**src/rtl/logic_unit_pipe_if.sv**
```systemverilog
// Handshake bundle for the pipelined logic unit: the operand/op request side
// and the result side, each carried with its own valid/ready pair.
interface logic_unit_pipe_if #(
    parameter int WIDTH = 16,
    parameter int OPW   = 3
);
    logic             in_valid;
    logic             in_ready;
    logic [WIDTH-1:0] in_a;
    logic [WIDTH-1:0] in_b;
    logic [OPW-1:0]   in_op;
    logic             out_valid;
    logic             out_ready;
    logic [WIDTH-1:0] out_y;
    logic             out_zero;
    logic             out_parity;

    // Environment side: issues transactions and consumes results.
    modport master (
        output in_valid, in_a, in_b, in_op, out_ready,
        input  in_ready, out_valid, out_y, out_zero, out_parity
    );

    // Logic unit side.
    modport slave (
        input  in_valid, in_a, in_b, in_op, out_ready,
        output in_ready, out_valid, out_y, out_zero, out_parity
    );
endinterface

```
**src/rtl/logic_unit_pipe.sv**
```systemverilog
// Two-stage pipelined bitwise logic unit. S1 captures operands and op. S2
// evaluates one of eight bitwise ops and registers the result, zero flag and
// parity flag. A stalled S2 back-pressures S1, and a full S1 lowers in_ready.
module logic_unit_pipe #(
    parameter int WIDTH = 16,
    parameter int OPW   = 3
) (
    input  logic                clk,
    input  logic                rst_n,
    logic_unit_pipe_if.slave    bus
);

    typedef enum logic [2:0] {
        OP_AND   = 3'd0,
        OP_OR    = 3'd1,
        OP_XOR   = 3'd2,
        OP_NAND  = 3'd3,
        OP_NOR   = 3'd4,
        OP_XNOR  = 3'd5,
        OP_ANDN  = 3'd6,
        OP_NOT_A = 3'd7
    } op_e;

    logic             r_s1_valid;
    logic [WIDTH-1:0] r_s1_a;
    logic [WIDTH-1:0] r_s1_b;
    op_e              r_s1_op;

    logic             r_out_valid;
    logic [WIDTH-1:0] r_out_y;
    logic             r_out_zero;
    logic             r_out_parity;

    logic             w_s2_load;
    logic             w_in_ready;
    logic             w_in_xfer;
    logic [WIDTH-1:0] w_result;

    // S2 takes S1's transaction whenever S2 is empty or is emptying this edge.
    assign w_s2_load  = r_s1_valid && (!r_out_valid || bus.out_ready);
    // S1 can accept when empty or when its contents move on this edge.
    // in_valid is deliberately absent so there is no valid-to-ready loop.
    assign w_in_ready = !r_s1_valid || w_s2_load;
    assign w_in_xfer  = bus.in_valid && w_in_ready;

    assign bus.in_ready   = w_in_ready;
    assign bus.out_valid  = r_out_valid;
    assign bus.out_y      = r_out_y;
    assign bus.out_zero   = r_out_zero;
    assign bus.out_parity = r_out_parity;

    // S1 occupancy: refilled (or emptied) whenever S1 is free to change.
    always_ff @(posedge clk or negedge rst_n) begin
        // NOTE: state registers use non-blocking assignment so every flop
        // samples the pre-edge values of the others, independent of order.
        if (!rst_n) begin
            r_s1_valid <= 1'b0;
        end else if (w_in_ready) begin
            r_s1_valid <= bus.in_valid;
        end
    end

    // S1 payload capture on an accepted input transaction.
    always_ff @(posedge clk) begin
        // NOTE: payload flops carry no reset; the valid bit alone qualifies
        // them, so their contents after reset are never observed.
        if (w_in_xfer) begin
            r_s1_a  <= bus.in_a;
            r_s1_b  <= bus.in_b;
            r_s1_op <= op_e'(bus.in_op);
        end
    end

    // Bitwise operation on the S1 contents.
    always_comb begin
        // NOTE: default assignment first so no path through the case leaves
        // w_result unassigned and infers a latch.
        w_result = '0;
        case (r_s1_op)
            OP_AND:   w_result = r_s1_a & r_s1_b;
            OP_OR:    w_result = r_s1_a | r_s1_b;
            OP_XOR:   w_result = r_s1_a ^ r_s1_b;
            OP_NAND:  w_result = ~(r_s1_a & r_s1_b);
            OP_NOR:   w_result = ~(r_s1_a | r_s1_b);
            OP_XNOR:  w_result = ~(r_s1_a ^ r_s1_b);
            OP_ANDN:  w_result = r_s1_a & ~r_s1_b;
            OP_NOT_A: w_result = ~r_s1_a;
            default:  w_result = '0;
        endcase
    end

    // S2 result register and flags: change only on s2_load, hold during stall.
    always_ff @(posedge clk or negedge rst_n) begin
        if (!rst_n) begin
            r_out_valid  <= 1'b0;
            r_out_y      <= '0;
            r_out_zero   <= 1'b1;
            r_out_parity <= 1'b0;
        end else begin
            if (w_s2_load) begin
                r_out_valid  <= 1'b1;
                r_out_y      <= w_result;
                r_out_zero   <= (w_result == '0);
                r_out_parity <= ^w_result;
            end else if (bus.out_ready) begin
                r_out_valid  <= 1'b0;
            end
        end
    end

endmodule

```
**src/flat_wrapper.sv**
```systemverilog
// flat-port wrapper written by rule: the top's interface ports become plain ports
module logic_unit_pipe_flat 
#(
    parameter int WIDTH = 16,
    parameter int OPW   = 3
)
  (clk, rst_n, bus_in_valid, bus_in_a, bus_in_b, bus_in_op, bus_out_ready, bus_in_ready, bus_out_valid, bus_out_y, bus_out_zero, bus_out_parity);
  logic_unit_pipe_if #(.WIDTH(WIDTH), .OPW(OPW)) bus_i ();
  input  logic clk;
  input  logic rst_n;
  input wire logic [$bits(bus_i.in_valid)-1:0] bus_in_valid;
  input wire logic [$bits(bus_i.in_a)-1:0] bus_in_a;
  input wire logic [$bits(bus_i.in_b)-1:0] bus_in_b;
  input wire logic [$bits(bus_i.in_op)-1:0] bus_in_op;
  input wire logic [$bits(bus_i.out_ready)-1:0] bus_out_ready;
  output wire logic [$bits(bus_i.in_ready)-1:0] bus_in_ready;
  output wire logic [$bits(bus_i.out_valid)-1:0] bus_out_valid;
  output wire logic [$bits(bus_i.out_y)-1:0] bus_out_y;
  output wire logic [$bits(bus_i.out_zero)-1:0] bus_out_zero;
  output wire logic [$bits(bus_i.out_parity)-1:0] bus_out_parity;
  assign bus_i.in_valid = bus_in_valid;
  assign bus_i.in_a = bus_in_a;
  assign bus_i.in_b = bus_in_b;
  assign bus_i.in_op = bus_in_op;
  assign bus_i.out_ready = bus_out_ready;
  assign bus_in_ready = bus_i.in_ready;
  assign bus_out_valid = bus_i.out_valid;
  assign bus_out_y = bus_i.out_y;
  assign bus_out_zero = bus_i.out_zero;
  assign bus_out_parity = bus_i.out_parity;
  logic_unit_pipe #(.WIDTH(WIDTH), .OPW(OPW)) u_core (.clk(clk), .rst_n(rst_n), .bus(bus_i));
endmodule
```
**config.mk**
```make
export PLATFORM = sky130hd
export DESIGN_NAME = logic_unit_pipe_flat
export DESIGN_NICKNAME = d
export VERILOG_FILES = /design/src/rtl/logic_unit_pipe_if.sv /design/src/rtl/logic_unit_pipe.sv /design/src/flat_wrapper.sv
export SDC_FILE = /design/constraint.sdc
export NUM_CORES = 1
export LEC_CHECK = 0
export CAP_MARGIN = 0
export CORE_MARGIN = 5
export CORE_UTILIZATION = 40
export DETAILED_ROUTE_END_ITERATION = 10
export GPL_ROUTABILITY_DRIVEN = 0
export MAX_ROUTING_LAYER = met4
export REMOVE_ABC_BUFFERS = 1
export SYNTH_ARGS = -nofsm -noshare
export SYNTH_HDL_FRONTEND = slang
export SYNTH_SLANG_ARGS = --single-unit
export TNS_END_PERCENT = 30
```
**constraint.sdc**
```tcl
create_clock -name clk -period 2.72 [get_ports clk]
set_clock_uncertainty 0.15 [all_clocks]
set_input_delay 0.272 -clock clk [delete_from_list [all_inputs] [get_ports clk]]
set_output_delay 0.272 -clock clk [all_outputs]
set_load 0.03 [all_outputs]
```
==> flow_metrics.py <==
metrics = {
    "pwr": {
        "p_leak_uw": 0.00223,
        "swShare": 0.328,
        "powerDensity_nw_per_um2": 493,
        "pwr-share-clk": 0.186,
        "p_seq_frac": 0.420,
        "p_comb_frac": 0.393,
        "p_sw_uw": 826,
        "ir_drop_mv": 0.235,
        "p_total_uw": 2520,
        "p_int_uw": 1690,
    },
    "critical_path": {
        "start_kind": "flip-flop",
        "path_max_fanout": 6,
        "startpoint": "u_core.r_s1_op[1]",
        "crit_arrival_ns": 2.73,
        "rr_worst_depth": 11,
        "worstSetupPathType": "reg2reg",
        "r2r_setup_slack_ns": 0.01,
        "end_kind": "flip-flop",
        "r2r-end": "u_core.bus.out_parity",
        "crit_path_end": "u_core.bus.out_parity",
        "r2r_start": "u_core.r_s1_op[1]",
        "cp_data_required_time_ns": 2.74,
    },
    "sta": {
        "period_share": 0.995,
        "fmax_mhz": 369,
        "hold_violations": 0,
        "finalMaxSlewViolations": 0,
        "finalSetupViolations": 0,
        "relSlewSlack": 0.504,
        "layout_min_cycle_time_ns": 2.71,
        "worstMarginPinSlew_ns": 0.742,
        "rsz0062_at_grt": "yes",
    },
    "global_route": {
        "grt_usage": 0.156,
        "grt_max_degree": 36,
        "grt_pass1_vias": 3009,
        "grt-ovfl-total": 0,
        "grt_pass1_wl_mm": 14.5,
        "antenna_found_initial": 0,
    },
    "finish": {
        "insertedDiodeCount": 0,
        "area_growth_pct": 26.7,
        "drive_gt1_frac": 0.187,
        "nNetsFinal": 544,
        "layoutNonFillerInstCount": 583,
    },
    "routing": {
        "drc": 0,
        "vias": 3001,
        "antenna_left": 0,
        "finalWirelength_mm": 8.98,
        "viasPerCell": 5.15,
        "wl_per_cell_um": 15.4,
        "drt-initial-drc-count": 103,
        "drt-pass1-iter-count": 4,
    },
    "floorplan": {
        "core_area_um2": 9820,
        "ioPinCount": 59,
        "die-area_um2": 12200,
        "start_util": 0.410,
        "die_x_um": 110,
        "die_h_um": 110,
        "rows": 36,
    },
    "min_path": {
        "holdCritPathClass": "in2async",
    },
    "logic_synthesis": {
        "synth_seq_cells": 55,
        "ys.flop_type": "edfxtp_1",
        "syn_area_um2": 4030,
        "ys_types": 48,
        "seq_area_frac_synth": 0.385,
        "synth_edf_count": 35,
        "synth_cells": 368,
        "synth_warnings": 0,
        "synth_area_per_cell_um2": 10.9,
        "synthArstFlopShare": 0.364,
    },
    "cts": {
        "cts_max_path_buffers": 2,
        "clk_latency_ns": 0.30,
        "cts_tree": "done",
        "root_buffer": "clkbuf_8",
        "cts_buffers": 5,
        "cts.sinks": 55,
        "hold_buffers": 0,
        "path_clk_slew_ns": 0.10,
        "htree_levels": 2,
    },
    "placement": {
        "dp.cells": 568,
        "dp_hpwl_mm": 6.72,
        "port_buffers": 58,
    },
    "job": {
        "cap_viol_max_count": 0,
    },
    "outcome": {
        "status": "complete, no violations",
    },
}
## worst max-delay path, stage by stage (launching register included)
cell	delay, ns
edfxtp_1	0.51
buf_4	0.18
and2b_2	0.22
buf_6	0.14
o2bb2ai_1	0.13
a221oi_2	0.28
o21bai_4	0.17
ha_1	0.27
xnor2_2	0.18
xnor2_1	0.15
xnor2_1	0.14
o21ai_1	0.07
## timing repair
item	4_1_cts	5_1_grt
gates resized for setup	1	20
endpoints found under the setup margin	1	1
setup buffers	0	7
gates cloned	0	0
pin swaps	0	16
## stage by stage
stage	TNS (ns)	worst slack, ns	utilization	hold WS (ns)	cell area (um^2)
3_3_place_gp	0	0.0344	0.495	0.321	4860
2_1_floorplan	-1.16	-0.836	-	-0.174	3840
5_1_grt	-0.0927	-0.0927	0.520	0.166	5100
4_1_cts	0	0.0101	0.504	0.161	4950
3_5_place_dp	-0.0163	-0.0163	0.495	0.327	4860
6_report	0	0.0125	0.520	0.154	5100
## sequential cells by signal, indices dropped and copies added (netlist names)
signal                 count
u_core.bus.out_parity      1
u_core.bus.out_valid       1
u_core.bus.out_y          16
u_core.bus.out_zero        1
u_core.r_s1_a             16
u_core.r_s1_b             16
u_core.r_s1_op             3
u_core.r_s1_valid          1
## layout make-up
cell class | count | area [um^2]
fillers | 936 | 4720
multi-input cells | 248 | 2220
flip-flops and latches | 55 | 1550
repair buffers | 97 | 910
well taps | 133 | 166
inverters | 42 | 163
clock buffers | 7 | 86.3
clock inverters | 1 | 3.75
## how the worst min path moves through the flow
stage / from / endpoint / slack, ns / cells past startpoint
floorplan: rst_n / u_core.bus.out_parity / -0.17 / 0
finish: rst_n / u_core.bus.out_y[8] / 0.15 / 2
global placement: u_core.bus.out_y[9] / u_core.bus.out_y[9] / 0.32 / 2
detailed placement: u_core.bus.out_y[9] / u_core.bus.out_y[9] / 0.33 / 2
global route: rst_n / u_core.bus.out_y[8] / 0.17 / 2
CTS: rst_n / u_core.bus.out_y[8] / 0.16 / 2
## power groups by stage
stage | combinational (uW) | sequential (uW) | clock, uW
2_1_floorplan | 435 | 1200 | 0
3_3_place_gp | 916 | 1080 | 0
3_5_place_dp | 931 | 1080 | 0
4_1_cts | 935 | 1060 | 484
5_1_grt | 1080 | 1070 | 523
6_report | 990 | 1060 | 469
## cell usage in the layout, fill, tap and decap left out, types with 3 or more instances in the layout
master and instances:
clkdlybuf4s50_1 58, ha_1 55, inv_1 41, edfxtp_1 35, buf_4 34, nand2_1 24
mux2i_1 21, a21oi_1 19, dfrtp_1 19, o21ai_0 13, o21ai_1 11, nand3b_1 7
o221ai_2 6, a221oi_2 6, a31oi_1 6, a22o_1 6, clkbuf_8 6, a21o_1 5
xnor2_1 5, nand2b_1 4, o221ai_1 4, nor2_1 4, mux2_2 4, and2_1 3
o31ai_1 3, mux2_4 3, a22oi_2 3, o21bai_2 3, o2bb2ai_1 3, a22oi_1 3
buf_6 3
## logic make-up (layout without fill, tap and decap cells)
family	after synthesis	after routing	share of synthesized area
xor gates and xnor gates	7	7	0.0152
buffers and inverters	65	147	0.0860
AOI/OAI and AO/OA	104	104	0.194
DFF	55	55	0.385
muxes	29	29	0.0801
adders and majority gates	56	56	0.174
and+or+nand+nor	52	52	0.0655
## metal layers
layer | GRT usage | routed length [um] | vias up
li1 | - | - | 1487
met1 | 0.205 | 4090 | 1439
met2 | 0.256 | 4380 | 71
met3 | 0.0297 | 454 | 4
met4 | 0.0246 | 53 | 0
met5 | - | 0 | -
## cell usage after synthesis (6+ instances only)
library cell,number,share of area
ha_1,56,0.17
inv_1,41,0.038
edfxtp_1,35,0.26
nand2_1,24,0.022
mux2i_1,21,0.052
a21oi_1,19,0.024
dfrtp_1,19,0.12
o21ai_0,15,0.019
o21ai_1,10,0.012
buf_6,8,0.022
nand3b_1,7,0.013
o21bai_1,7,0.013
xnor2_1,7,0.015
a22o_1,6,0.013
a31oi_1,6,0.0093
Note: power is estimated with default switching activity, not from simulation.
